===== src/rtl/id_stage.sv =====
// id_stage: RV32I decode stage for the OP / OP-IMM integer subset.
// A two-entry FIFO (head + skid) of decoded entries sits between fetch and EX.
// inst_ready_o comes from a flop, so fetch never sees a combinational path from
// out_ready_i. Source operands are resolved when the head entry is presented to
// EX, not when it is accepted, so that EX-stage bypass data is always current.
// Optional feature: define ILLEGAL_TRAP_EN to flag illegal head entries on
// illegal_o. Without it illegal_o is tied low and illegal words simply issue as
// NOPs.
module id_stage (
    input  logic        clk,
    input  logic        rst,
    input  logic        flush_i,
    input  logic        inst_valid_i,
    input  logic [31:0] inst_i,
    output logic        inst_ready_o,
    output logic [4:0]  raddr1_o,
    output logic [4:0]  raddr2_o,
    input  logic [31:0] rdata1_i,
    input  logic [31:0] rdata2_i,
    input  logic        fwd_wreg_i,
    input  logic [4:0]  fwd_wd_i,
    input  logic [31:0] fwd_wdata_i,
    output logic        out_valid_o,
    input  logic        out_ready_i,
    output logic [6:0]  aluop_o,
    output logic [2:0]  alufun_o,
    output logic [31:0] reg1_o,
    output logic [31:0] reg2_o,
    output logic [31:0] imm_o,
    output logic [4:0]  wd_o,
    output logic        wreg_o,
    output logic        illegal_o
);

    localparam logic [6:0] OPC_OPIMM = 7'b0010011;
    localparam logic [6:0] OPC_OP    = 7'b0110011;
    localparam logic [6:0] F7_ZERO   = 7'b0000000;
    localparam logic [6:0] F7_ALT    = 7'b0100000;

    typedef enum logic [1:0] {
        S_EMPTY = 2'd0,
        S_ONE   = 2'd1,
        S_TWO   = 2'd2
    } state_t;

    // One decoded instruction. rs1/rs2 are kept instead of operand values
    // because operands are looked up only when the entry reaches the head.
    typedef struct packed {
        logic [6:0]  aluop;
        logic [2:0]  alufun;
        logic [31:0] imm;
        logic [4:0]  wd;
        logic        wreg;
        logic [4:0]  rs1;
        logic [4:0]  rs2;
`ifdef ILLEGAL_TRAP_EN
        logic        illegal;
`endif
    } entry_t;

    // Decode a raw word into an entry. Anything outside the supported OP /
    // OP-IMM encodings (including unknown opcodes) becomes a NOP: no ALU op,
    // no immediate, no register reads and no write-back.
    function automatic entry_t decode(input logic [31:0] inst);
        entry_t      e;
        logic [6:0]  opc;
        logic [6:0]  f7;
        logic [2:0]  f3;
        logic        is_opimm;
        logic        is_op;
        logic        legal;
        opc      = inst[6:0];
        f7       = inst[31:25];
        f3       = inst[14:12];
        is_opimm = (opc == OPC_OPIMM);
        is_op    = (opc == OPC_OP);
        legal    = 1'b0;
        if (is_opimm) begin
            case (f3)
                3'b001:  legal = (f7 == F7_ZERO);
                3'b101:  legal = (f7 == F7_ZERO) || (f7 == F7_ALT);
                default: legal = 1'b1;
            endcase
        end else if (is_op) begin
            legal = (f7 == F7_ZERO) ||
                    ((f7 == F7_ALT) && ((f3 == 3'b000) || (f3 == 3'b101)));
        end

        e    = '0;
        e.wd = inst[11:7];
        if (legal) begin
            e.aluop  = opc;
            e.alufun = f3;
            e.rs1    = inst[19:15];
            e.wreg   = (inst[11:7] != 5'd0);
            if (is_opimm) begin
                // I-type immediate, sign-extended; rs2 is not read.
                e.imm = 32'($signed(inst[31:20]));
                e.rs2 = 5'd0;
            end else begin
                // Register op: zero-extended funct7/rs2 field, so imm[10]
                // carries inst[30] (SUB / SRA select) to the ALU.
                e.imm = {20'd0, inst[31:20]};
                e.rs2 = inst[24:20];
            end
        end
`ifdef ILLEGAL_TRAP_EN
        e.illegal = !legal;
`endif
        return e;
    endfunction

    // Operand lookup: x0 reads as zero, a matching EX result wins over the
    // register file.
    function automatic logic [31:0] resolve(
        input logic [4:0]  addr,
        input logic [31:0] rdata,
        input logic        fwd_wreg,
        input logic [4:0]  fwd_wd,
        input logic [31:0] fwd_wdata
    );
        logic [31:0] v;
        if (addr == 5'd0) begin
            v = 32'd0;
        end else if (fwd_wreg && (fwd_wd == addr)) begin
            v = fwd_wdata;
        end else begin
            v = rdata;
        end
        return v;
    endfunction

    state_t state_q, state_d;
    logic   ready_q;
    entry_t head_q, head_d;
    entry_t skid_q, skid_d;
    entry_t new_entry;
    logic   push;
    logic   pop;

    // Handshakes are masked while rst is high so nothing completes in the
    // reset cycle.
    assign inst_ready_o = ready_q && !rst;
    assign out_valid_o  = (state_q != S_EMPTY) && !rst;
    assign push         = inst_valid_i && inst_ready_o;
    assign pop          = out_valid_o && out_ready_i;
    assign new_entry    = decode(inst_i);

    // Control state: occupancy and the registered ready flag.
    always_ff @(posedge clk) begin
        if (rst) begin
            state_q <= S_EMPTY;
            ready_q <= 1'b1;
        end else begin
            state_q <= state_d;
            ready_q <= (state_d != S_TWO);
        end
    end

    // Entry storage; validity is carried by state_q, so no reset is needed.
    always_ff @(posedge clk) begin
        head_q <= head_d;
        skid_q <= skid_d;
    end

    // Next occupancy and entry movement; flush overrides any push or pop.
    always_comb begin
        state_d = state_q;
        head_d  = head_q;
        skid_d  = skid_q;
        if (flush_i) begin
            state_d = S_EMPTY;
        end else begin
            case (state_q)
                S_EMPTY: begin
                    if (push) begin
                        head_d  = new_entry;
                        state_d = S_ONE;
                    end
                end
                S_ONE: begin
                    if (push && pop) begin
                        head_d  = new_entry;
                        state_d = S_ONE;
                    end else if (push) begin
                        skid_d  = new_entry;
                        state_d = S_TWO;
                    end else if (pop) begin
                        state_d = S_EMPTY;
                    end
                end
                S_TWO: begin
                    // ready_q is low here, so only a pop can happen.
                    if (pop) begin
                        head_d  = skid_q;
                        state_d = S_ONE;
                    end
                end
                default: begin
                    state_d = S_EMPTY;
                end
            endcase
        end
    end

    // Present the head entry with operands resolved now; everything reads
    // zero while no entry is offered.
    always_comb begin
        raddr1_o  = 5'd0;
        raddr2_o  = 5'd0;
        aluop_o   = 7'd0;
        alufun_o  = 3'd0;
        reg1_o    = 32'd0;
        reg2_o    = 32'd0;
        imm_o     = 32'd0;
        wd_o      = 5'd0;
        wreg_o    = 1'b0;
        illegal_o = 1'b0;
        if (out_valid_o) begin
            raddr1_o = head_q.rs1;
            raddr2_o = head_q.rs2;
            aluop_o  = head_q.aluop;
            alufun_o = head_q.alufun;
            reg1_o   = resolve(head_q.rs1, rdata1_i, fwd_wreg_i, fwd_wd_i, fwd_wdata_i);
            reg2_o   = resolve(head_q.rs2, rdata2_i, fwd_wreg_i, fwd_wd_i, fwd_wdata_i);
            imm_o    = head_q.imm;
            wd_o     = head_q.wd;
            wreg_o   = head_q.wreg;
`ifdef ILLEGAL_TRAP_EN
            illegal_o = head_q.illegal;
`endif
        end
    end

endmodule


===== config.mk =====
export PLATFORM = sky130hd
export DESIGN_NAME = id_stage
export DESIGN_NICKNAME = d
export VERILOG_FILES = /design/src/rtl/id_stage.sv
export SDC_FILE = /design/constraint.sdc
export NUM_CORES = 1
export LEC_CHECK = 0
export CAP_MARGIN = 20
export CORE_UTILIZATION = 36
export CTS_CLUSTER_DIAMETER = 50
export CTS_CLUSTER_SIZE = 24
export DETAILED_ROUTE_END_ITERATION = 10
export MAX_ROUTING_LAYER = met4
export PLACE_DENSITY = 0.8
export SKIP_CTS_REPAIR_TIMING = 1
export SYNTH_ARGS = -nofsm -noshare
export SYNTH_HDL_FRONTEND = slang
export SYNTH_SLANG_ARGS = --single-unit

===== constraint.sdc =====
create_clock -name clk -period 5.8 [get_ports clk]
set_input_delay 1.16 -clock clk [delete_from_list [all_inputs] [get_ports clk]]
set_output_delay 1.16 -clock clk [all_outputs]
set_load 0.03 [all_outputs]

==> results of run 1 <==
-- logic make-up after synthesis --
family          after synthesis
compound gates              107
xor+xnor                     11
buf+inv                      72
flops                        81
mux                           5
other cells                   1
simple gates                238
-- synth_stat cells (3+ instances only) --
cell type  count  share of area [%]
nor2b_1        4               0.50
dfxtp_1        3                1.2
nor4_1         5               0.62
o21ai_0       64                6.4
o21ai_1        6               0.60
buf_4         20                3.0
buf_2         10                1.0
nor2_1         7               0.52
nand4_1       64                8.0
xor2_1         8                1.4
nand2_1       66                4.9
xnor2_1        3               0.52
inv_1          7               0.52
nor4_4         4                1.7
a21o_1         4               0.60
edfxtp_1      78                 47
and2_1        70                8.7
clkbuf_2       6               0.60
clkbuf_1      27                2.0
a22o_1        25                4.4
nor3_1         5               0.50
mux2_2         5                1.1
-- state kept, by name, indices dropped and copies added, names as in the netlist --
signal and cells:
head_q 39, ready_q 1, skid_q 39, state_q 2
-- worst max-delay path by stage --
stage	end	slack (ns)	cells past startpoint
2_1_floorplan	skid_q[0]	0.12	2
4_1_cts	reg2_o[9]	0.68	7
3_5_place_dp	reg2_o[9]	0.68	7
6_report	reg2_o[9]	0.65	7
3_3_place_gp	reg2_o[9]	0.76	7
5_1_grt	reg2_o[10]	0.49	7
-- power groups by stage --
stage	combinational (µW)	clock [µW]	sequential, µW
after floorplan	60.0	0	654
after global placement	193	0	655
after detailed placement	193	0	655
after CTS	195	565	642
after global routing	209	587	642
final	198	554	642
-- critical path, stage by stage --
cell and delay, ns:
clkdlybuf4s50_1 0.53, o21bai_1 0.39, a21oi_4 0.19, buf_4 0.52, nand4_1 0.31, o21ai_0 0.15, clkdlybuf4s50_1 0.71
-- layout make-up --
type | count | area (µm²)
Timing Repair Buffer | 275 | 2750
Clock buffer | 10 | 229
Multi-Input combinational cell | 365 | 2280
Tap cell | 176 | 220
Clock inverter | 6 | 67.6
Inverter | 7 | 26.3
Sequential cell | 81 | 2400
Fill cell | 1137 | 5430
-- through the flow --
stage,worst slack [ns],cell area [µm²]
2_1_floorplan,0.124,5020
3_3_place_gp,0.758,7640
3_5_place_dp,0.683,7640
4_1_cts,0.679,7940
5_1_grt,0.490,7970
6_report,0.646,7970
-- layer usage --
| metal | global-route usage [%] | routed length (µm) | vias to the layer above |
|---|---|---|---|
| met2 | 46.1 | 9800 | 280 |
| met4 | 11.3 | 695 | 0 |
| li1 | - | - | 2312 |
| met1 | 30.8 | 7330 | 2412 |
| met3 | 5.89 | 1430 | 42 |
| met5 | - | 0 | - |
-- layout by cell type (no fill, tap or decap), drive strengths merged, types with 8 or more instances in the layout --
master and count:
edfxtp 78, inv 8, buf 13, a22o 25, and2 72, nand2 66
clkbuf 10, nand4 65, o21ai 70, nor4 10, clkdlybuf4s50 262, xor2 8
==> impl_metrics.tcl, run 1 <==
set metrics [dict create \
    timing.hold.ws_ns 0.515 \
    overflow 0 \
    hp-class "register to register" \
    cp-start-kind "input pin" \
    cp_max_fo 64 \
    min_from "skid_q[57]" \
    areaGrowthSynthToFinish_pct 59.1 \
    fin_nets 878 \
    num_rows 42 \
    p_int_uw 1080 \
    ys_ff_latch 81 \
    p_leak_uw 0.00274 \
    yosys.area_share.xor_xnor_pct 1.92 \
    setup-tns-final_ns 0 \
    synth_ff_type "edfxtp_1" \
    synth_cells 515 \
    crit_required_ns 4.64 \
    async_reset_ff_share_pct 0 \
    die-area_um2 14400 \
    synth_edf_count 78 \
    die_w_um 120 \
    drv_slew 0 \
    gp_congestion 1.01 \
    power_density_nw_per_um2 175 \
    drc_errors 0 \
    start_util_pct 37.4 \
    cp_data_arrival_time_ns 3.99 \
    clk_latency_ns 0.33 \
    synth-compound-area-share_pct 13.6 \
    drtIter0Drc 574 \
    yosys.cell_types.count 41 \
    synthAdderAreaFrac_pct 0 \
    reg2reg_from "state_q[0]" \
    post-route-min-period_ns 5.15 \
    outcome "completed" \
    worstMarginPinSlew_ns 0.888 \
    setup_violations 0 \
    cp-startpoint "rst" \
    drive_gt1_share_pct 6.45 \
    clock_path_buffers 2 \
    core_um2 13400 \
    sw_frac_of_total_pct 22.2 \
    path_class "input pin to output port" \
    syn-mean-instance-area_um2 9.73 \
    seq_power_share_pct 46.1 \
    netlist_area_um2 5010 \
    antenna_found_initial 0 \
    num_vias 5046 \
    num_io_pins 264 \
    drv_cap 0 \
    yosysWarnings 0 \
    comb_power_share_pct 14.2 \
    fin_crit_sh_pct 88.9 \
    h-tree-depth 3 \
    setup.worst_path.end_class "output port" \
    reg2reg_slack_ns 3.74 \
    synth_top_family_by_area "simple AND/OR/NAND/NOR gates" \
    grt_setup_unrepaired "false" \
    grt_first_pass_wirelength_mm 28.5 \
    clock-sinks 81 \
    grt_max_degree 65 \
    io_buffer_count 262 \
    finalWirelength_mm 19.3 \
    cts_tree "yes" \
    fin_skew_ns 0.00396 \
    cts_buffers 9 \
    synth.area.mux_share_pct 1.12 \
    first_global_vias 4867 \
    path_clk_slew_ns 0.06 \
    dieHeight_um 120 \
    holdPathEnd "head_q[57]" \
    hpwl_mm 14.7 \
    min_path_cells 1 \
    antenna_left 0 \
    placed_cells 902 \
    p_clk_share_pct 39.7 \
    vdd_drop_max_mv 0.212 \
    power_uw 1390 \
    power.switching_uw 310 \
    drt_first_pass_iters 5 \
    vias_per_cell 5.48 \
    diodes 0 \
    synthSimpleGateAreaFrac_pct 27.8 \
    hold_viol 0 \
    max_freq_mhz 194 \
    final_cells 920 \
    track_usage_pct 27.1 \
    ys_seq_area_share_pct 47.9 \
    fin_util_pct 59.5 \
    wire_per_inst_um 20.9 \
    r2r-end "head_q[18]" \
    ff2ff_path_depth 5 \
    maxSlewHeadroom_pct 40.8 \
    cts-root-buf "clkbuf_16" \
]
Power figures use the tool's default switching activity.
==> run 2, diff against run 1 <==
--- a/config.mk
+++ b/config.mk
@@ -11,4 +11,5 @@
 export CTS_CLUSTER_SIZE = 24
 export DETAILED_ROUTE_END_ITERATION = 10
+export GPL_TIMING_DRIVEN = 0
 export MAX_ROUTING_LAYER = met4
 export PLACE_DENSITY = 0.8
@@ -17,2 +18,3 @@
 export SYNTH_HDL_FRONTEND = slang
 export SYNTH_SLANG_ARGS = --single-unit
+export TNS_END_PERCENT = 20
==> constraint.sdc (replaced) <==
create_clock -name clk -period 5.8 [get_ports clk]
set_input_delay 1.74 -clock clk [delete_from_list [all_inputs] [get_ports clk]]
set_output_delay 1.74 -clock clk [all_outputs]
set_load 0.03 [all_outputs]
==> run 2 against run 1 <==
Against the previous run: the flow now finishes with violations (negative setup slack); sequential power barely moved; worst hold slack improved by 0.0040 ns; sequential share of layout area fell by 1.6 points; fmax fell by 15%; clock power barely moved; global-route usage rose by 0.24 points; critical path type unchanged.
==> impl_metrics.tcl, run 2 (synthesis gave the netlist of run 1 again) <==
set metrics [dict create \
    clk_latency_ns 0.34 \
    cts_tree "yes" \
    crit_required_ns 4.06 \
    placed_cells 960 \
    final_cell_mix "206 x clkdlybuf4s50_1, 78 x edfxtp_1, 68 x and2_1, 66 x nand2_1" \
    path_clk_slew_ns 0.06 \
    gp_congestion 0.880 \
    worstMarginPinSlew_ns 0.605 \
    drtIter0Drc 389 \
    timing.hold.ws_ns 0.519 \
    path_class "input pin to output port" \
    setup_violations 47 \
    cp_slowest_cell "clkdlybuf4s50_1" \
    comb_power_share_pct 14.6 \
    fin_util_pct 62.9 \
    vdd_drop_max_mv 0.174 \
    core_um2 13400 \
    cp_cell_sequence "clkdlybuf4s50_1 > xor2_1 > nor4_4 > clkbuf_1 > nand4_1 > o21ai_0 > clkdlybuf4s50_1" \
    slowest_delay_ns 0.72 \
    start_util_pct 37.4 \
    maxSlewHeadroom_pct 59.5 \
    setup.worst_path.end_class "output port" \
    final_common_cell "clkdlybuf4s50_1" \
    areaGrowthSynthToFinish_pct 68.1 \
    power_density_nw_per_um2 166 \
    die-area_um2 14400 \
    vias_per_cell 5.30 \
    fin_skew_ns 0.00540 \
    final_area_um2 8430 \
    path_buf_inv 3 \
    grt_max_degree 22 \
    cp_data_arrival_time_ns 4.30 \
    final_cells 975 \
    h-tree-depth 3 \
    hold_viol 0 \
    hpwl_mm 15.9 \
    fin_nets 934 \
    wire_per_inst_um 20.5 \
    num_vias 5165 \
    num_rows 42 \
    setup-tns-final_ns -5.33 \
    post-route-min-period_ns 6.04 \
    fin_crit_sh_pct 104 \
    critPathTopFamily "buffers and inverters" \
    p_clk_share_pct 39.5 \
    antenna_found_initial 0 \
    drc_errors 0 \
    cp_max_fo 10 \
    clock_path_buffers 2 \
    antenna_left 0 \
    dieHeight_um 120 \
    cts-root-buf "clkbuf_16" \
    crit_top_cell "clkdlybuf4s50_1" \
    drt_first_pass_iters 7 \
    drv_slew 0 \
    finalWirelength_mm 19.9 \
    clock-sinks 81 \
    track_usage_pct 27.4 \
    violations "negative setup slack" \
    grt_setup_unrepaired "true" \
    grt_first_pass_wirelength_mm 28.7 \
    power.switching_uw 315 \
    outcome "complete, but fails checks" \
    overflow 0 \
    p_leak_uw 0.00399 \
    seq_power_share_pct 45.9 \
    hp-class "register to register" \
    diodes 0 \
    io_buffer_count 262 \
    p_int_uw 1080 \
    die_w_um 120 \
    cp-start-kind "input pin" \
    top_regs "head_q (39), skid_q (39), state_q (2)" \
    num_io_pins 264 \
    sw_frac_of_total_pct 22.6 \
    drive_gt1_share_pct 11.8 \
    cts_buffers 9 \
    first_global_vias 4953 \
    layout_setup_ws_ns -0.239 \
    max_freq_mhz 166 \
    place_area_um2 7960 \
    drv_cap 0 \
]
==> run 2: cell count changes in the layout (fill, tap and decap cells not counted), moves of 10 or more <==
cell             previous run  this run
clkbuf_2                    0        20
buf_4                      10        21
clkdlybuf4s50_1           262       206
dlymetal6s2s_1              0        55
clkbuf_1                    1        14
buf_2                       0        10
==> run 2: path summary, 6_finish.rpt <==
check / from / endpoint / slack, ns / cells after the start
worst max register to register: state_q[1] / head_q[55] / 3.35 / 6
worst min-delay path: skid_q[54] / head_q[54] / 0.52 / 1
worst min register to register: skid_q[54] / head_q[54] / 0.52 / 1
worst max-delay path: fwd_wd_i[1] / reg2_o[29] / -0.24 / 7
==> run 2: area by class of cell <==
type | count | area [µm²]
fillers | 1112 | 4970
repair buffers | 266 | 2830
flip-flops and latches | 81 | 2400
multi-input cells | 365 | 2290
plain buffers | 65 | 372
clock buffers | 10 | 229
well taps | 176 | 220
clock inverters | 5 | 57.6
inverters | 7 | 26.3
==> run 2: routing by layer <==
metal / vias to the layer above / track usage [%] / wire (µm)
met5: - / - / 0
met4: 0 / 10.8 / 501
met3: 31 / 4.42 / 1290
met2: 218 / 48.1 / 10300
met1: 2488 / 31.0 / 7870
li1: 2428 / - / -
==> run 2: power groups by stage <==
stage / registers (µW) / clock network, µW / logic [µW]
CTS: 642 / 555 / 203
floorplan: 654 / 0 / 60.1
global placement: 655 / 0 / 196
finish: 642 / 552 / 204
detailed placement: 654 / 0 / 200
global route: 642 / 573 / 215
==> run 2: per-stage QoR <==
stage          worst slack, ns  total power, µW
2_1_floorplan            0.634              714
3_3_place_gp            -0.472              850
3_5_place_dp            -0.522              854
4_1_cts                 -0.541             1400
5_1_grt                 -0.335             1430
6_report                -0.239             1400
==> run 2: worst register-to-register path, delay by kind of cell (launching register included) <==
family                 cells  cell delay (ns)
AO/OA/AOI/OAI              1             0.17
AND/OR/NAND/NOR            2             0.68
buffers and inverters      3             0.82
flip-flops                 1             0.47
